<file path="src/rtl/instruction_fetch_stage_pkg.sv">
// Shared types and constants for the instruction fetch stage.
package instruction_fetch_stage_pkg;

    // FSM encoding: IDLE = nothing outstanding, WAIT_RESP = one read in
    // flight, DROP = one read in flight whose data must be thrown away.
    typedef enum logic [1:0] {
        IFS_IDLE      = 2'd0,
        IFS_WAIT_RESP = 2'd1,
        IFS_DROP      = 2'd2
    } ifs_state_t;

    localparam logic [31:0] IFS_NOP = 32'h00000013;

    localparam int IFS_ENTRY_W = 64;

    // Buffer entry layout: {pc[63:32], instruction[31:0]}.
    typedef struct packed {
        logic [31:0] pc;
        logic [31:0] instr;
    } fetch_entry_t;

endpackage

</file>
<file path="src/rtl/instruction_fetch_fifo.sv">
// Synchronous response buffer with push/pop/flush and occupancy count.
module instruction_fetch_fifo #(
    parameter int FIFO_DEPTH = 2,
    parameter int WIDTH      = 64
) (
    input  logic                        i_clk,
    input  logic                        i_rst,
    input  logic                        i_push,
    input  logic                        i_pop,
    input  logic                        i_flush,
    input  logic [WIDTH-1:0]            i_wdata,
    output logic [WIDTH-1:0]            o_rdata,
    output logic [$clog2(FIFO_DEPTH):0] o_count,
    output logic                        o_empty,
    output logic                        o_full
);
    localparam int PTR_W = $clog2(FIFO_DEPTH);
    localparam int CNT_W = PTR_W + 1;

    logic [WIDTH-1:0] r_mem [FIFO_DEPTH];
    logic [PTR_W-1:0] r_wr_ptr;
    logic [PTR_W-1:0] r_rd_ptr;
    logic [CNT_W-1:0] r_count;

    // Storage array; contents need no reset since count guards reads.
    always_ff @(posedge i_clk) begin
        if (i_push && !i_flush && !i_rst) begin
            r_mem[r_wr_ptr] <= i_wdata;
        end
    end

    // Pointers wrap naturally because the depth is a power of two.
    always_ff @(posedge i_clk) begin
        if (i_rst || i_flush) begin
            r_wr_ptr <= '0;
            r_rd_ptr <= '0;
            r_count  <= '0;
        end else begin
            if (i_push) begin
                r_wr_ptr <= r_wr_ptr + PTR_W'(1);
            end
            if (i_pop) begin
                r_rd_ptr <= r_rd_ptr + PTR_W'(1);
            end
            if (i_push && !i_pop) begin
                r_count <= r_count + CNT_W'(1);
            end else if (i_pop && !i_push) begin
                r_count <= r_count - CNT_W'(1);
            end
        end
    end

    assign o_rdata = r_mem[r_rd_ptr];
    assign o_count = r_count;
    assign o_empty = (r_count == '0);
    assign o_full  = (r_count == CNT_W'(FIFO_DEPTH));

endmodule

</file>
<file path="src/rtl/instruction_fetch_stage.sv">
// Instruction fetch: issues one memory read at a time from the PC stage,
// tags returned data with its PC and buffers it for decode.
//
// state     | meaning
// ----------+--------------------------------------------------
// IDLE      | no read outstanding, may issue
// WAIT_RESP | one read outstanding, response is pushed to buffer
// DROP      | one read outstanding, response is discarded
module instruction_fetch_stage
    import instruction_fetch_stage_pkg::*;
#(
    parameter int          FIFO_DEPTH      = 2,
    parameter logic [31:0] NOP_INSTRUCTION = IFS_NOP
) (
    input  logic        CLK,
    input  logic        RST,
    input  logic [31:0] PC,
    input  logic        PC_VALID,
    input  logic        CLEAR_INSTRUCTION_FETCH_STAGE,
    input  logic        STALL_INSTRUCTION_FETCH_STAGE,
    output logic        STALL_PROGRAME_COUNTER_STAGE,
    output logic [31:0] MEM_ADDR,
    output logic        MEM_REQ_VALID,
    input  logic        MEM_REQ_READY,
    input  logic        MEM_RESP_VALID,
    input  logic [31:0] MEM_RESP_DATA,
    output logic [31:0] INSTRUCTION,
    output logic [31:0] PC_INSTRUCTION_FETCH,
    output logic        INSTRUCTION_VALID
);
    localparam int CNT_W = $clog2(FIFO_DEPTH) + 1;

    ifs_state_t   r_state;
    ifs_state_t   w_state_nxt;
    logic [31:0]  r_pending_pc;

    logic         w_clear;
    logic         w_resp_wait;
    logic         w_push;
    logic         w_pop;
    logic         w_fire;
    logic         w_can_issue;
    logic [CNT_W:0] w_slots;
    logic [CNT_W-1:0] w_count;
    logic         w_empty;
    logic         w_full;
    fetch_entry_t w_push_entry;
    fetch_entry_t w_head;

    assign w_clear     = CLEAR_INSTRUCTION_FETCH_STAGE & ~RST;
    assign w_resp_wait = (r_state == IFS_WAIT_RESP) & MEM_RESP_VALID;
    assign w_pop       = ~w_empty & ~STALL_INSTRUCTION_FETCH_STAGE & ~w_clear;
    assign w_push      = w_resp_wait & ~w_clear & ~RST & ~w_full;

    // Slots claimed after this cycle: buffered entries left after the pop,
    // plus the read still owed by memory (or arriving now) in WAIT_RESP.
    assign w_slots = {1'b0, w_count}
                   - {{CNT_W{1'b0}}, w_pop}
                   + {{CNT_W{1'b0}}, (r_state == IFS_WAIT_RESP)};

    assign w_can_issue = ((r_state == IFS_IDLE) | w_resp_wait)
                       & (w_slots < (CNT_W+1)'(FIFO_DEPTH));

    assign MEM_REQ_VALID = PC_VALID & w_can_issue & ~w_clear & ~RST;
    assign w_fire        = MEM_REQ_VALID & MEM_REQ_READY;
    assign MEM_ADDR      = PC;
    assign STALL_PROGRAME_COUNTER_STAGE = RST | (~w_fire & ~w_clear);

    assign w_push_entry.pc    = r_pending_pc;
    assign w_push_entry.instr = MEM_RESP_DATA;

    instruction_fetch_fifo #(
        .FIFO_DEPTH (FIFO_DEPTH),
        .WIDTH      (IFS_ENTRY_W)
    ) u_fifo (
        .i_clk   (CLK),
        .i_rst   (RST),
        .i_push  (w_push),
        .i_pop   (w_pop),
        .i_flush (w_clear),
        .i_wdata (w_push_entry),
        .o_rdata (w_head),
        .o_count (w_count),
        .o_empty (w_empty),
        .o_full  (w_full)
    );

    assign INSTRUCTION_VALID    = ~w_empty;
    assign INSTRUCTION          = w_empty ? NOP_INSTRUCTION : w_head.instr;
    assign PC_INSTRUCTION_FETCH = w_empty ? 32'h0 : w_head.pc;

    // State register and the PC tag of the read in flight.
    always_ff @(posedge CLK) begin
        if (RST) begin
            r_state      <= IFS_IDLE;
            r_pending_pc <= '0;
        end else begin
            r_state <= w_state_nxt;
            if (w_fire) begin
                r_pending_pc <= PC;
            end
        end
    end

    // Next-state: a clear squashes any read in flight, otherwise track issue/response.
    always_comb begin
        w_state_nxt = r_state;
        if (w_clear) begin
            case (r_state)
                IFS_WAIT_RESP: w_state_nxt = MEM_RESP_VALID ? IFS_IDLE : IFS_DROP;
                IFS_DROP:      w_state_nxt = MEM_RESP_VALID ? IFS_IDLE : IFS_DROP;
                default:       w_state_nxt = IFS_IDLE;
            endcase
        end else begin
            case (r_state)
                IFS_IDLE: begin
                    if (w_fire) begin
                        w_state_nxt = IFS_WAIT_RESP;
                    end
                end
                IFS_WAIT_RESP: begin
                    if (MEM_RESP_VALID) begin
                        w_state_nxt = w_fire ? IFS_WAIT_RESP : IFS_IDLE;
                    end
                end
                IFS_DROP: begin
                    if (MEM_RESP_VALID) begin
                        w_state_nxt = IFS_IDLE;
                    end
                end
                default: w_state_nxt = IFS_IDLE;
            endcase
        end
    end

endmodule

</file>
<file path="config.mk">
export PLATFORM = sky130hd
export DESIGN_NAME = instruction_fetch_stage
export DESIGN_NICKNAME = d
export VERILOG_FILES = /design/src/rtl/instruction_fetch_stage_pkg.sv /design/src/rtl/instruction_fetch_fifo.sv /design/src/rtl/instruction_fetch_stage.sv
export SDC_FILE = /design/constraint.sdc
export NUM_CORES = 1
export LEC_CHECK = 0
export ABC_AREA = 1
export BUFFER_PORTS_ARGS = -buffer_cell sky130_fd_sc_hd__buf_2
export CORE_ASPECT_RATIO = 0.6
export CORE_MARGIN = 5
export CORE_UTILIZATION = 55
export CTS_CLUSTER_SIZE = 24
export DETAILED_ROUTE_END_ITERATION = 6
export PLACE_DENSITY = 0.87
export RECOVER_POWER = 50
export SLEW_MARGIN = 40
export SYNTH_ARGS = -nofsm -noshare
export SYNTH_HDL_FRONTEND = slang
export SYNTH_SLANG_ARGS = --single-unit
</file>
<file path="constraint.sdc">
create_clock -name CLK -period 9 [get_ports CLK]
set_clock_uncertainty 0.1 [all_clocks]
set_input_delay 1.8 -clock CLK [delete_from_list [all_inputs] [get_ports CLK]]
set_output_delay 1.8 -clock CLK [all_outputs]
set_load 0.005 [all_outputs]
</file>
* After elaboration in Yosys (flattened, before gate mapping)
Memory sizes are Yosys's and may differ from the RTL's. A register that Yosys moved wholly into a read port is not among the register bits. Index checks and enable logic that the tools add are counted.
Storage, ports and cells: register bits after elaboration 38, bits in writable memories 128, output and inout port bits 99, logic and storage cells 70, memories 1
Memories:
- u_fifo.r_mem | words 2, bits a word 64, read ports 1, clocked after memory_dff 1, write ports 1, line instruction_fetch_fifo.sv:20 | logic [WIDTH-1:0] r_mem [FIFO_DEPTH];
Operators by class: add/subtract/negate cells 6, $lt $le $gt $ge 1, equality and inequality tests 6, muxes and demuxes 16, bitwise operators 21, reductions and logical operators 14
Operator list (count):
- two-way mux 32 bit | 2
- two-way mux 2 bit | 8
- bitwise AND 1 bit | 13
- inequality test 3 x 2 -> 1 bit, second input constant | 3
- inverter 1 bit | 6
- one-hot mux 2 bit (3 select lines) | 1
- two-way mux 1 bit | 5
- equality test 2 bit, second input constant | 2
- logical AND 1 bit | 4
- logical NOT 1 bit | 4
- logical NOT 2 bit | 2
- adder 3 x 1 -> 3 bit | 1
- < comparator 3 x 2 -> 1 bit, second input constant | 1
- AND reduction 3 bit | 1
- subtractor 2 x 1 -> 3 bit | 1
- adder 1 bit, second input constant | 2
- adder 2 x 1 -> 2 bit, second input constant | 1
- equality test 2 x 1 -> 1 bit, second input constant | 1
- OR 1 bit | 2
- nonzero test 2 bit | 1
- OR reduction 2 bit | 1
- subtractor 2 x 1 -> 2 bit, second input constant | 1
- logical OR 1 bit | 1

* Logic depth before layout (Yosys ltp)
Gate-level depths: netlist of the first run.
word-level depth 16, mapped depth 16

* By module
From an unflattened synthesis of the first run, not the netlist that was laid out.
Unflattened totals: cells, all modules 589, area total of the unflattened synthesis 7405.9 um^2
By module, submodules not included:
- instruction_fetch_fifo | times used 1, cells each 234, area an instance 5156.2 um^2, seq. area each 3943.8 um^2
- instruction_fetch_stage | times used 1, cells each 355, area an instance 2249.7 um^2, seq. area each 680.7 um^2

* Worst setup path after synthesis of the first run
Ideal clock, no wire load.
path kind input-to-output, start point input CLEAR_INSTRUCTION_FETCH_STAGE, end point output STALL_PROGRAME_COUNTER_STAGE, arrival 3.749 ns, data required time 7.100 ns, setup slack 3.351 ns, stages on the path 12, path buffers 1, cell sequence inv_1 > nor2_1 > nor2_1 > ha_1 > or2_2 > fa_1 > nand2_1 > nor2_4 > nand4_4 > inv_4 > buf_6 > nor2_1
On the way: longest elaborated chain between the ends 14
RTL lines:
- start: declaration | line instruction_fetch_stage.sv:19 | input logic CLEAR_INSTRUCTION_FETCH_STAGE,
- bitwise AND 1 bit | line instruction_fetch_stage.sv:50 | assign w_clear = CLEAR_INSTRUCTION_FETCH_STAGE & ~RST;
- inverter 1 bit | line instruction_fetch_stage.sv:52 | assign w_pop = ~w_empty & ~STALL_INSTRUCTION_FETCH_STAGE & ~w_clear;
- bitwise AND 1 bit | line instruction_fetch_stage.sv:52
- via u_fifo.i_pop | line instruction_fetch_fifo.sv:9 | input logic i_pop,
- subtractor 2 x 1 -> 3 bit | line instruction_fetch_stage.sv:58 | - {{CNT_W{1'b0}}, w_pop}
- adder 3 x 1 -> 3 bit | line instruction_fetch_stage.sv:59 | + {{CNT_W{1'b0}}, (r_state == IFS_WAIT_RESP)};
- < comparator 3 x 2 -> 1 bit | line instruction_fetch_stage.sv:62 | & (w_slots < (CNT_W+1)'(FIFO_DEPTH));
- bitwise AND 1 bit | line instruction_fetch_stage.sv:62
- bitwise AND 1 bit (3 in series) | line instruction_fetch_stage.sv:64 | assign MEM_REQ_VALID = PC_VALID & w_can_issue & ~w_clear & ~RST;
- bitwise AND 1 bit | line instruction_fetch_stage.sv:65 | assign w_fire = MEM_REQ_VALID & MEM_REQ_READY;
- inverter 1 bit | line instruction_fetch_stage.sv:67 | assign STALL_PROGRAME_COUNTER_STAGE = RST | (~w_fire & ~w_clear);
- bitwise AND 1 bit | line instruction_fetch_stage.sv:67
- OR 1 bit | line instruction_fetch_stage.sv:67
- end: declaration | line instruction_fetch_stage.sv:21 | output logic STALL_PROGRAME_COUNTER_STAGE,
The timed path passes the listed nets, and every way through them passes these cells.

* Worst setup path in the final report of the first run
start point input RST, end point memory u_fifo.r_mem[1][52] (enable)
On the way: longest elaborated chain between the ends 10, elaborated cells on any way between the ends 12, classes of those cells mux: 2; bitwise: 6; reduce/logical: 4
RTL lines:
- start: declaration | line instruction_fetch_stage.sv:16 | input logic RST,
- inverter 1 bit * | line instruction_fetch_stage.sv:50, instruction_fetch_stage.sv:53
- bitwise AND 1 bit | line instruction_fetch_stage.sv:50
- inverter 1 bit | line instruction_fetch_stage.sv:53 | assign w_push = w_resp_wait & ~w_clear & ~RST & ~w_full;
- bitwise AND 1 bit | line instruction_fetch_stage.sv:53
- bitwise AND 1 bit * (2 in series) | line instruction_fetch_stage.sv:53
- via u_fifo.i_push | line instruction_fetch_fifo.sv:8 | input logic i_push,
- logical AND 1 bit * (2 in series) | line instruction_fetch_fifo.sv:27 | if (i_push && !i_flush && !i_rst) begin
- two-way mux 1 bit * | line instruction_fetch_fifo.sv:27
- two-way mux 1 bit (implied by the code) * | line instruction_fetch_fifo.sv:28 | r_mem[r_wr_ptr] <= i_wdata;
- end: declaration | line instruction_fetch_fifo.sv:20
Mark *: on every way through the listed nets, which the timed path passes. The rest lies on a longest branch.

==> impl_metrics.sql, run 1 <==
INSERT INTO impl_metrics (metric_group, metric, value, unit) VALUES
('route', 'number_of_vias_after_detailed_routing', '4548', ''),
('power', 'vdd_ir_drop_max', '0.119', 'mV'),
('floorplanning', 'initial_utilization', '55.4', '%'),
('worst_setup_path', 'worst-r2r-setup-slack', '4.20', 'ns'),
('global_route', 'groute.usage.overall', '19.7', '%'),
('timing', 'tightest_slew', '2.90', 'ns'),
('floorplanning', 'fp.dieArea', '14400', 'µm²'),
('synthesis', 'yosys.cell_count.top_type', 'sky130_fd_sc_hd__nand2_1', ''),
('worst_setup_path', 'timing.critical_path.cells', 'clkbuf_1 -> inv_1 -> nand2_1 -> nor3_1 -> inv_1 -> nor2_1 -> clkbuf_1', ''),
('synthesis', 'synth_top_family_by_area', 'simple AND/OR/NAND/NOR gates', ''),
('global_route', 'grt_pass1_vias', '4399', ''),
('clocking', 'tritoncts', 'built', ''),
('synthesis', 'yosys.area.top_type', 'sky130_fd_sc_hd__edfxtp_1', ''),
('synthesis', 'netlist_instances', '584', ''),
('timing', 'max_slew_margin', '-93.6', '%'),
('synthesis', 'synth.top_cells.by_area', 'sky130_fd_sc_hd__edfxtp_1, sky130_fd_sc_hd__dfxtp_1, sky130_fd_sc_hd__nand2_1, sky130_fd_sc_hd__a21oi_1, sky130_fd_sc_hd__nor2_1', ''),
('final_layout', 'n_antenna_cell', '0', ''),
('route', 'detail_route.drc_violations', '0', ''),
('worst_setup_path', 'path_class', 'input pin to flop', ''),
('synthesis', 'synth_xor_xnor_area_share', '0.133', '%'),
('placement', 'buffer_ports.inserted', '169', ''),
('clocking', 'cts-hold-fix-buffers', '0', ''),
('worst_setup_path', 'worst_r2r_path_depth', '7', ''),
('outcome', 'failing_checks', 'capacitance limit, slew limit', ''),
('final_layout', 'finish.net_count', '793', ''),
('worst_setup_path', 'crit_path_start', 'RST', ''),
('clocking', 'post_cts_setup_buffer_count', '0', ''),
('timing', 'timing_max_transition_violations_final', '114', ''),
('clocking', 'h-tree-depth', '4', ''),
('worst_setup_path', 'critical_path.startpoint_type', 'input pin', ''),
('timing', 'timing.final.crit_share', '75.1', '%'),
('synthesis', 'share_of_the_synthesized_area_in_compound_gates_ao_oa_aoi_oai', '7.74', '%'),
('synthesis', 'synth_cell_type_count', '27', ''),
('global_route', 'maximum_number_of_pins_on_one_net_before_global_route_repair', '66', ''),
('synthesis', 'synth.top_cells.by_count', 'sky130_fd_sc_hd__nand2_1, sky130_fd_sc_hd__edfxtp_1, sky130_fd_sc_hd__nor2_1', ''),
('synthesis', 'synth_fa_ha_area_share', '1.25', '%'),
('worst_setup_path', 'worstPathMaxFanout', '50', ''),
('synthesis', 'synth-edff-count', '128', ''),
('hold_path', 'worstHoldPathType', 'flop to flop', ''),
('outcome', 'status', 'finished, violations left', ''),
('route', 'drt_first_iter_violations', '240', ''),
('run', 'maxCapViolations', '2', ''),
('timing', 'setup_tns', '0', 'ns'),
('clocking', 'worst_setup_hold_path_clk_slew', '0.06', 'ns'),
('worst_setup_path', 'r2r_end', 'u_fifo.r_mem[1][52]$_DFFE_PP_', ''),
('timing', 'fmax', '148', 'MHz'),
('worst_setup_path', 'timing.critical_path.slowest_cell_delay', '2.13', 'ns'),
('power', 'power_density', '208', 'nW/µm²'),
('final_layout', 'nFillCells', '940', ''),
('route', 'postRouteWirelength', '14100', 'µm'),
('global_route', 'grt_util_met2', '32.6', '%'),
('floorplanning', 'core_area', '11900', 'µm²'),
('clocking', 'clk_latency', '0.41', 'ns'),
('power', 'leakagePower', '3.11', 'nW'),
('global_route', 'antenna_found_initial', '0', ''),
('worst_setup_path', 'cpMaxStageDelayCell', 'sky130_fd_sc_hd__clkbuf_1', ''),
('final_layout', 'final_cells', '894', ''),
('placement', 'gp_congestion', '0.783', ''),
('final_layout', 'ratio_of_cells_with_drive_above_1_in_the_final_layout', '23.0', '%'),
('worst_setup_path', 'worstSetupEndpointType', 'flop', ''),
('synthesis', 'yosys_most_used_dff', 'sky130_fd_sc_hd__edfxtp_1', ''),
('synthesis', 'post_synth_and_or_nand_nor_area_fraction', '14.0', '%'),
('synthesis', 'ys.warnings.count', '0', ''),
('clocking', 'clock_tree.root_cell', 'sky130_fd_sc_hd__clkbuf_16', ''),
('global_route', 'busiest_layer', 'met2', ''),
('final_layout', 'synthToLayoutAreaGrowth', '18.6', '%'),
('route', 'avgRoutedWirePerCell', '15.8', 'µm'),
('synthesis', 'seq_area_frac_synth', '70.1', '%'),
('global_route', 'grt_overflow_total', '0', ''),
('synthesis', 'post-synth-top-area-fraction', '58.2', '%'),
('placement', 'hpwl', '8890', 'µm');
## cells in the final DEF, fill, tap and decap left out, drive strengths merged, types with 3 or more instances in the layout
| cell type | count |
|---|---|
| edfxtp | 128 |
| clkbuf | 63 |
| nor3b | 3 |
| nand2 | 142 |
| clkinv | 4 |
| o21ai | 34 |
| a21oi | 65 |
| dfxtp | 39 |
| nor2 | 77 |
| inv | 26 |
| buf | 129 |
| nand3 | 5 |
| ha | 5 |
## routing by layer
layer / part of all wire [%] / vias up
met1: 43 / 2159
met3: 7.7 / 11
met4: 0.87 / 0
met2: 49 / 173
met5: 0 / -
li1: - / 2205
## sequential cells by signal, summed over array words and instances (netlist names), named ones only
signal and count:
u_fifo.r_mem 128, r_pending_pc 32, r_state 2, u_fifo.o_count 2
u_fifo.r_rd_ptr 1, u_fifo.r_wr_ptr 1
## critical path, delay by kind of cell
family	cells	cell delay (ns)
buf+inv	4	3.00
simple gates	3	1.78
## stage by stage
step	power (mW)	setup WS, ns	hold WS [ns]	util [%]	instance area (µm²)
5_1_grt	1.69	1.72	0.370	65.7	7820
3_5_place_dp	0.948	2.45	0.337	61.6	7330
4_1_cts	1.65	2.45	0.354	66.4	7910
2_1_floorplan	0.916	3.35	0.326	-	6600
3_3_place_gp	0.943	2.54	0.328	61.5	7330
6_report	1.63	2.24	0.356	65.7	7820
## kinds of logic (layout without fill, tap and decap cells)
group | Yosys count | after routing
AND/OR/NAND/NOR | 230 | 230
flip-flops | 167 | 167
AO/OA/AOI/OAI | 101 | 101
buffers and inverters | 79 | 224
adder cells (fa/ha/maj) | 6 | 6
XOR/XNOR | 1 | 1
## cell type report
class | count | area (µm²) | share of cell area [%]
sequential | 167 | 4630 | 59.1
multi-input combinational | 338 | 1520 | 19.4
timing repair buffer | 173 | 816 | 10.4
clock buffer | 19 | 443 | 5.66
tap | 165 | 206 | 2.64
clock inverter | 13 | 138 | 1.76
inverter | 19 | 76.3 | 0.976
## worst min-delay path by stage
stage                                              from                             to  cells past startpoint
final                      r_pending_pc[0]$_SDFFE_PP0P_  u_fifo.r_mem[0][32]$_DFFE_PP_                      0
after global routing       r_pending_pc[5]$_SDFFE_PP0P_  u_fifo.r_mem[0][37]$_DFFE_PP_                      0
after CTS                 r_pending_pc[18]$_SDFFE_PP0P_  u_fifo.r_mem[0][50]$_DFFE_PP_                      0
after detailed placement  r_pending_pc[18]$_SDFFE_PP0P_  u_fifo.r_mem[0][50]$_DFFE_PP_                      0
after global placement    r_pending_pc[18]$_SDFFE_PP0P_  u_fifo.r_mem[0][50]$_DFFE_PP_                      0
after floorplan            r_pending_pc[0]$_SDFFE_PP0P_  u_fifo.r_mem[0][32]$_DFFE_PP_                      0
## where the power goes
| part | total (mW) | internal [mW] | switching [mW] | leakage [nW] |
|---|---|---|---|---|
| sequential | 0.848 | 0.841 | 0.00678 | 1.55 |
| clock | 0.700 | 0.398 | 0.301 | 0.285 |
| combinational | 0.0807 | 0.0311 | 0.0496 | 1.28 |
Note: power is estimated with default switching activity, not from simulation.
==> inputs of run 2 (changes only) <==
Settings changed: CORE_UTILIZATION 55 to 53, PLACE_DENSITY 0.87 to 0.85.
Clock period 9 ns to 6.5 ns, I/O delays scaled along.
==> run 2 against run 1 <==
  * The flow now finishes without violations
  * Via count is 1.0% higher
  * Final cell count is 0.34% higher
  * Sequential share of layout area is 0.53 points lower
  * First-iteration DRC count is 13% higher
  * Largest cell class unchanged
==> impl_metrics.sql, run 2 (synthesis results as in run 1) <==
INSERT INTO impl_metrics (metric_group, metric, value, unit) VALUES
('outcome', 'status', 'finished, final reports clean', ''),
('floorplanning', 'core.rowCount', '31', ''),
('final_layout', 'ratio_of_cells_with_drive_above_1_in_the_final_layout', '23.8', '%'),
('global_route', 'grt_overflow_total', '0', ''),
('placement', 'dpl.cell_count', '865', ''),
('worst_setup_path', 'worstSetupEndpointType', 'output pin', ''),
('global_route', 'antenna_found_initial', '0', ''),
('clocking', 'worst_setup_hold_path_clk_slew', '0.06', 'ns'),
('hold_path', 'worstHoldPathType', 'flop to flop', ''),
('route', 'avgRoutedWirePerCell', '16.3', 'µm'),
('global_route', 'grt_pass1_vias', '4813', ''),
('run', 'maxCapViolations', '0', ''),
('worst_setup_path', 'worst-r2r-setup-slack', '2.97', 'ns'),
('final_layout', 'finish.net_count', '796', ''),
('route', 'drt_first_iter_violations', '271', ''),
('power', 'power_density', '294', 'nW/µm²'),
('route', 'number_of_vias_after_detailed_routing', '4595', ''),
('clocking', 'h-tree-depth', '4', ''),
('timing', 'setup_tns', '0', 'ns'),
('final_layout', 'largest_register_ffs', '128', ''),
('final_layout', 'final_cells', '897', ''),
('timing', 'setup_viol_count_final', '0', ''),
('route', 'detail_route.drc_violations', '0', ''),
('worst_setup_path', 'required_time_at_the_endpoint_of_the_critical_path', '5.10', 'ns'),
('clocking', 'cts_num_sinks', '167', ''),
('power', 'leakagePower', '3.14', 'nW'),
('final_layout', 'n_antenna_cell', '0', ''),
('placement', 'hpwl', '9430', 'µm'),
('final_layout', 'nFillCells', '977', ''),
('worst_setup_path', 'path_class', 'input pin to output pin', ''),
('power', 'power_frac_seq', '50.5', '%'),
('power', 'power_frac_clock', '44.6', '%'),
('clocking', 'cts-root-to-sink-buffers', '2', ''),
('timing', 'hold_violation_total_from_the_final_report', '0', ''),
('power', 'finalPower', '2.32', 'mW'),
('global_route', 'maximum_number_of_pins_on_one_net_before_global_route_repair', '66', ''),
('clocking', 'postCtsResizedCells', '0', ''),
('timing', 'setup_repair_after_global_routing_missed_its_margin', 'no', ''),
('placement', 'placed_area', '7380', 'µm²'),
('power', 'internal_power', '1.83', 'mW'),
('floorplanning', 'floorplan.io_pins', '170', ''),
('floorplanning', 'initial_utilization', '54.4', '%'),
('placement', 'buffer_ports.inserted', '169', ''),
('worst_setup_path', 'critical_path.startpoint_type', 'input pin', ''),
('timing', 'timing_max_transition_violations_final', '0', ''),
('clocking', 'cts-hold-fix-buffers', '0', ''),
('final_layout', 'largest_registers', 'u_fifo.r_mem (128), r_pending_pc (32)', ''),
('floorplanning', 'fp.dieArea', '14900', 'µm²'),
('timing', 'tightest_slew', '0.961', 'ns'),
('timing', 'min_period', '5.61', 'ns'),
('timing', 'timing.final.crit_share', '86.3', '%'),
('clocking', 'tritoncts', 'built', ''),
('clocking', 'clock_tree.root_cell', 'sky130_fd_sc_hd__clkbuf_16', ''),
('worst_setup_path', 'worstPathMaxFanout', '35', ''),
('final_layout', 'synthToLayoutAreaGrowth', '19.6', '%'),
('power', 'power.combinational.fraction', '4.9', '%'),
('global_route', 'grt_pass1_wl', '23200', 'µm'),
('route', 'postRouteWirelength', '14600', 'µm'),
('power', 'p_sw_share', '21.2', '%'),
('final_layout', 'layout_commonest_cell', 'sky130_fd_sc_hd__nand2_1', ''),
('route', 'viasPerCell', '5.12', ''),
('route', 'detailedRoute.firstPassIterationCount', '5', ''),
('floorplanning', 'core_area', '12100', 'µm²'),
('power', 'switching_pwr', '494', 'µW'),
('placement', 'gp_congestion', '0.825', ''),
('clocking', 'clk_latency', '0.42', 'ns'),
('final_layout', 'largest_register', 'u_fifo.r_mem', ''),
('clocking', 'post_cts_setup_buffer_count', '0', ''),
('worst_setup_path', 'cp_data_arrival_time', '4.21', 'ns'),
('global_route', 'groute.usage.overall', '20.2', '%'),
('timing', 'fmax', '178', 'MHz'),
('final_layout', 'final_cell_area', '7900', 'µm²'),
('route', 'final_antenna_net_count', '0', ''),
('floorplanning', 'die_h', '96.4', 'µm'),
('timing', 'max_slew_margin', '35.9', '%'),
('clocking', 'cts_buffers', '17', ''),
('timing', 'final.hold.worst_slack', '0.353', 'ns'),
('floorplanning', 'chipWidth', '154', 'µm'),
('final_layout', 'layout.cells.most_common_list', 'sky130_fd_sc_hd__nand2_1, sky130_fd_sc_hd__buf_2, sky130_fd_sc_hd__edfxtp_1, sky130_fd_sc_hd__nor2_1, sky130_fd_sc_hd__a21oi_1', ''),
('power', 'vdd_ir_drop_max', '0.209', 'mV');
==> run 2: power by group through the flow <==
stage	Sequential [mW]	Clock, mW	Combinational, mW
after global placement	1.20	0	0.111
after floorplan	1.20	0	0.0724
after global routing	1.18	1.10	0.128
after detailed placement	1.20	0	0.118
after CTS	1.17	1.05	0.119
final	1.17	1.04	0.114
==> run 2: worst max-delay path: stages <==
cell	delay [ns]
sky130_fd_sc_hd__clkbuf_1	0.09
sky130_fd_sc_hd__nor2_1	0.28
sky130_fd_sc_hd__nor2_1	0.12
sky130_fd_sc_hd__ha_1	0.28
sky130_fd_sc_hd__or2_2	0.31
sky130_fd_sc_hd__fa_1	0.48
sky130_fd_sc_hd__nand2_1	0.08
sky130_fd_sc_hd__nor2_4	0.14
sky130_fd_sc_hd__nand4_4	0.41
sky130_fd_sc_hd__inv_4	0.49
sky130_fd_sc_hd__nor2_1	0.08
sky130_fd_sc_hd__buf_2	0.14
==> run 2: metal layers <==
layer,share of wire [%],GRT usage [%]
met5,0,0
met4,1.1,5.22
met2,50,35.8
met1,42,24.7
met3,7.2,6.14
==> run 2: final cells by class <==
type                       instances  area, µm²  area share (%)
sequential                       167       4630            58.6
multi-input combinational        338       1530            19.3
timing repair buffer             176        848            10.7
clock inverter                    13        169            2.14
tap                              165        206            2.61
clock buffer                      19        443            5.61
inverter                          19       76.3           0.967
==> run 2: worst paths after layout <==
kind / start / end / cells after the start
min reg2reg: r_pending_pc[11]$_SDFFE_PP0P_ / u_fifo.r_mem[0][43]$_DFFE_PP_ / 0
max: RST / STALL_PROGRAME_COUNTER_STAGE / 12
min: r_pending_pc[11]$_SDFFE_PP0P_ / u_fifo.r_mem[0][43]$_DFFE_PP_ / 0
max reg2reg: u_fifo.o_count[1]$_SDFFE_PP0P_ / r_pending_pc[14]$_SDFFE_PP0P_ / 13
==> run 2: per-stage QoR <==
stage | utilization, % | worst slack, ns
floorplan | - | 1.47
global placement | 60.4 | 1.04
detailed placement | 60.8 | 0.856
CTS | 65.8 | 0.838
global route | 65.0 | 0.629
finish | 65.0 | 0.893
==> inputs of run 3 (changes only) <==
Settings changed: CORE_UTILIZATION 53 to 55, CTS_BUF_LIST set to sky130_fd_sc_hd__clkbuf_8, PLACE_DENSITY 0.85 to 0.9.
==> run 3 against run 2 <==
  * Routed wire length fell by 6.7%
  * Non-clock buffer count is 1 lower
  * Sequential power is essentially flat
  * Clock power decreased by 39%
  * Worst hold slack better by 0.0026 ns
  * Total power shrank 17%
  * Critical path type unchanged
==> impl_metrics.sql, run 3 (synthesis results as in run 1) <==
INSERT INTO impl_metrics (metric_group, metric, value, unit) VALUES
('outcome', 'status', 'finished, final reports clean', ''),
('final_layout', 'ratio_of_cells_with_drive_above_1_in_the_final_layout', '23.5', '%'),
('worst_setup_path', 'worst-r2r-setup-slack', '3.03', 'ns'),
('clocking', 'post_cts_setup_buffer_count', '0', ''),
('worst_setup_path', 'worstSetupEndpointType', 'output pin', ''),
('floorplanning', 'core_area', '11900', 'µm²'),
('worst_setup_path', 'crit_path_start', 'RST', ''),
('timing', 'setup_tns', '0', 'ns'),
('worst_setup_path', 'critical_path.startpoint_type', 'input pin', ''),
('hold_path', 'worstHoldPathType', 'flop to flop', ''),
('final_layout', 'layout.cells.most_common_list', 'sky130_fd_sc_hd__nand2_1, sky130_fd_sc_hd__buf_2, sky130_fd_sc_hd__edfxtp_1, sky130_fd_sc_hd__nor2_1, sky130_fd_sc_hd__a21oi_1', ''),
('timing', 'setup_viol_count_final', '0', ''),
('route', 'detail_route.drc_violations', '0', ''),
('floorplanning', 'fp.dieArea', '14400', 'µm²'),
('placement', 'hpwl', '8780', 'µm'),
('route', 'viasPerCell', '5.03', ''),
('timing', 'min_period', '5.53', 'ns'),
('worst_setup_path', 'timing.critical_path.slowest_cell_delay', '0.48', 'ns'),
('clocking', 'cts_buffers', '17', ''),
('worst_setup_path', 'r2r_end', 'r_pending_pc[8]$_SDFFE_PP0P_', ''),
('worst_setup_path', 'cpMaxStageDelayCell', 'sky130_fd_sc_hd__fa_1', ''),
('clocking', 'cts-root-to-sink-buffers', '2', ''),
('floorplanning', 'floorplan.io_pins', '170', ''),
('final_layout', 'n_antenna_cell', '0', ''),
('timing', 'max_slew_margin', '13.7', '%'),
('final_layout', 'largest_registers', 'u_fifo.r_mem (128), r_pending_pc (32)', ''),
('final_layout', 'final_cells', '896', ''),
('worst_setup_path', 'worstPathMaxFanout', '35', ''),
('worst_setup_path', 'worst_r2r_path_depth', '13', ''),
('worst_setup_path', 'critical_path_buf_inv_count', '3', ''),
('clocking', 'tritoncts', 'built', ''),
('global_route', 'grt_pass1_wl', '21100', 'µm'),
('final_layout', 'largest_register', 'u_fifo.r_mem', ''),
('global_route', 'grt_pass1_vias', '4349', ''),
('worst_setup_path', 'path_delay_family', 'simple AND/OR/NAND/NOR gates', ''),
('hold_path', 'min_from', 'r_pending_pc[6]$_SDFFE_PP0P_', ''),
('clocking', 'clk_latency', '0.44', 'ns'),
('final_layout', 'finish.net_count', '795', ''),
('clocking', 'worst_setup_hold_path_clk_slew', '0.08', 'ns'),
('clocking', 'cts-hold-fix-buffers', '0', ''),
('worst_setup_path', 'worstReg2RegStart', 'u_fifo.o_count[1]$_SDFFE_PP0P_', ''),
('route', 'number_of_vias_after_detailed_routing', '4508', ''),
('clocking', 'h-tree-depth', '4', ''),
('final_layout', 'largest_register_ffs', '128', ''),
('timing', 'tightest_slew', '1.29', 'ns'),
('final_layout', 'final_core_utilization', '63.9', '%'),
('hold_path', 'holdPathEnd', 'u_fifo.r_mem[0][38]$_DFFE_PP_', ''),
('global_route', 'groute.usage.overall', '19.3', '%'),
('floorplanning', 'chipWidth', '151', 'µm'),
('clocking', 'cts_num_sinks', '167', ''),
('worst_setup_path', 'cp_data_arrival_time', '4.13', 'ns'),
('global_route', 'maximum_number_of_pins_on_one_net_before_global_route_repair', '66', ''),
('clocking', 'clock_tree.root_cell', 'sky130_fd_sc_hd__clkbuf_8', ''),
('final_layout', 'layout_commonest_cell', 'sky130_fd_sc_hd__nand2_1', ''),
('route', 'final_antenna_net_count', '0', ''),
('worst_setup_path', 'path_class', 'input pin to output pin', ''),
('power', 'leakagePower', '3.04', 'nW'),
('power', 'power_density', '252', 'nW/µm²'),
('route', 'detailedRoute.firstPassIterationCount', '5', ''),
('route', 'drt_first_iter_violations', '287', ''),
('placement', 'buffer_ports.inserted', '169', ''),
('global_route', 'antenna_found_initial', '2', ''),
('floorplanning', 'die_h', '94.8', 'µm'),
('worst_setup_path', 'cpMostUsedCell', 'sky130_fd_sc_hd__nor2_1', ''),
('run', 'maxCapViolations', '0', ''),
('placement', 'dpl.cell_count', '863', ''),
('power', 'vdd_ir_drop_max', '0.138', 'mV'),
('hold_path', 'timing.hold.worst_path_depth', '0', ''),
('global_route', 'grt_overflow_total', '0', ''),
('route', 'avgRoutedWirePerCell', '15.2', 'µm'),
('timing', 'timing.final.crit_share', '85.1', '%'),
('final_layout', 'synthToLayoutAreaGrowth', '15.3', '%'),
('timing', 'hold_violation_total_from_the_final_report', '0', ''),
('worst_setup_path', 'timing.critical_path.cells', 'clkbuf_1 -> nor2_1 -> nor2_1 -> ha_1 -> or2_2 -> fa_1 -> nand2_1 -> nor2_4 -> nand4_4 -> inv_4 -> nor2_1 -> buf_2', ''),
('timing', 'fmax', '181', 'MHz'),
('placement', 'gp_congestion', '0.753', ''),
('timing', 'timing_max_transition_violations_final', '0', ''),
('clocking', 'postCtsResizedCells', '0', ''),
('timing', 'setup_repair_after_global_routing_missed_its_margin', 'no', ''),
('floorplanning', 'core.rowCount', '31', ''),
('route', 'postRouteWirelength', '13700', 'µm'),
('floorplanning', 'initial_utilization', '55.4', '%'),
('worst_setup_path', 'required_time_at_the_endpoint_of_the_critical_path', '5.10', 'ns');
## run 3: worst max path at each step
stage	end	cells after the start
2_1_floorplan	u_fifo.r_mem[1][0]$_DFFE_PP_	5
3_3_place_gp	STALL_PROGRAME_COUNTER_STAGE	13
3_5_place_dp	STALL_PROGRAME_COUNTER_STAGE	13
4_1_cts	STALL_PROGRAME_COUNTER_STAGE	13
5_1_grt	STALL_PROGRAME_COUNTER_STAGE	13
6_report	STALL_PROGRAME_COUNTER_STAGE	12
## run 3: cell type report
class / instances / area [µm²]
clock buffers: 17 / 234
fillers: 944 / 4300
clock inverters: 15 / 101
repair buffers: 175 / 845
inverters: 19 / 76.3
flip-flops and latches: 167 / 4630
multi-input cells: 338 / 1520
well taps: 165 / 206
## run 3: stage by stage
stage / total power [mW] / hold WS [ns] / instance area, µm² / worst slack (ns)
6_report: 1.92 / 0.356 / 7610 / 0.966
4_1_cts: 1.94 / 0.357 / 7690 / 0.917
3_3_place_gp: 1.31 / 0.332 / 7330 / 0.994
2_1_floorplan: 1.27 / 0.326 / 6600 / 1.47
3_5_place_dp: 1.31 / 0.337 / 7360 / 0.921
5_1_grt: 2.00 / 0.378 / 7610 / 0.615
## run 3: layer usage
layer,global-route usage (%),up-vias,share of wire (%)
li1,-,2218,-
met5,0,-,0.10
met1,24.4,2106,43
met2,32.5,160,48
met3,5.42,20,7.9
met4,6.41,4,0.93
## run 3: report_power, final
group | internal, mW | leakage, nW | switching, mW
registers | 1.16 | 1.55 | 0.00878
logic | 0.0426 | 1.30 | 0.0675
clock network | 0.267 | 0.190 | 0.370
## run 3: worst register-to-register path, stage by stage, from the launching register on
cell,delay [ns]
sky130_fd_sc_hd__dfxtp_1,0.51
sky130_fd_sc_hd__nor2_4,0.07
sky130_fd_sc_hd__nor2_1,0.19
sky130_fd_sc_hd__inv_1,0.08
sky130_fd_sc_hd__nor2_1,0.14
sky130_fd_sc_hd__ha_1,0.24
sky130_fd_sc_hd__or2_2,0.30
sky130_fd_sc_hd__fa_1,0.48
sky130_fd_sc_hd__nand2_1,0.08
sky130_fd_sc_hd__nor2_4,0.14
sky130_fd_sc_hd__nand4_4,0.39
sky130_fd_sc_hd__inv_4,0.47
sky130_fd_sc_hd__nor2_1,0.10
sky130_fd_sc_hd__nor2_1,0.11
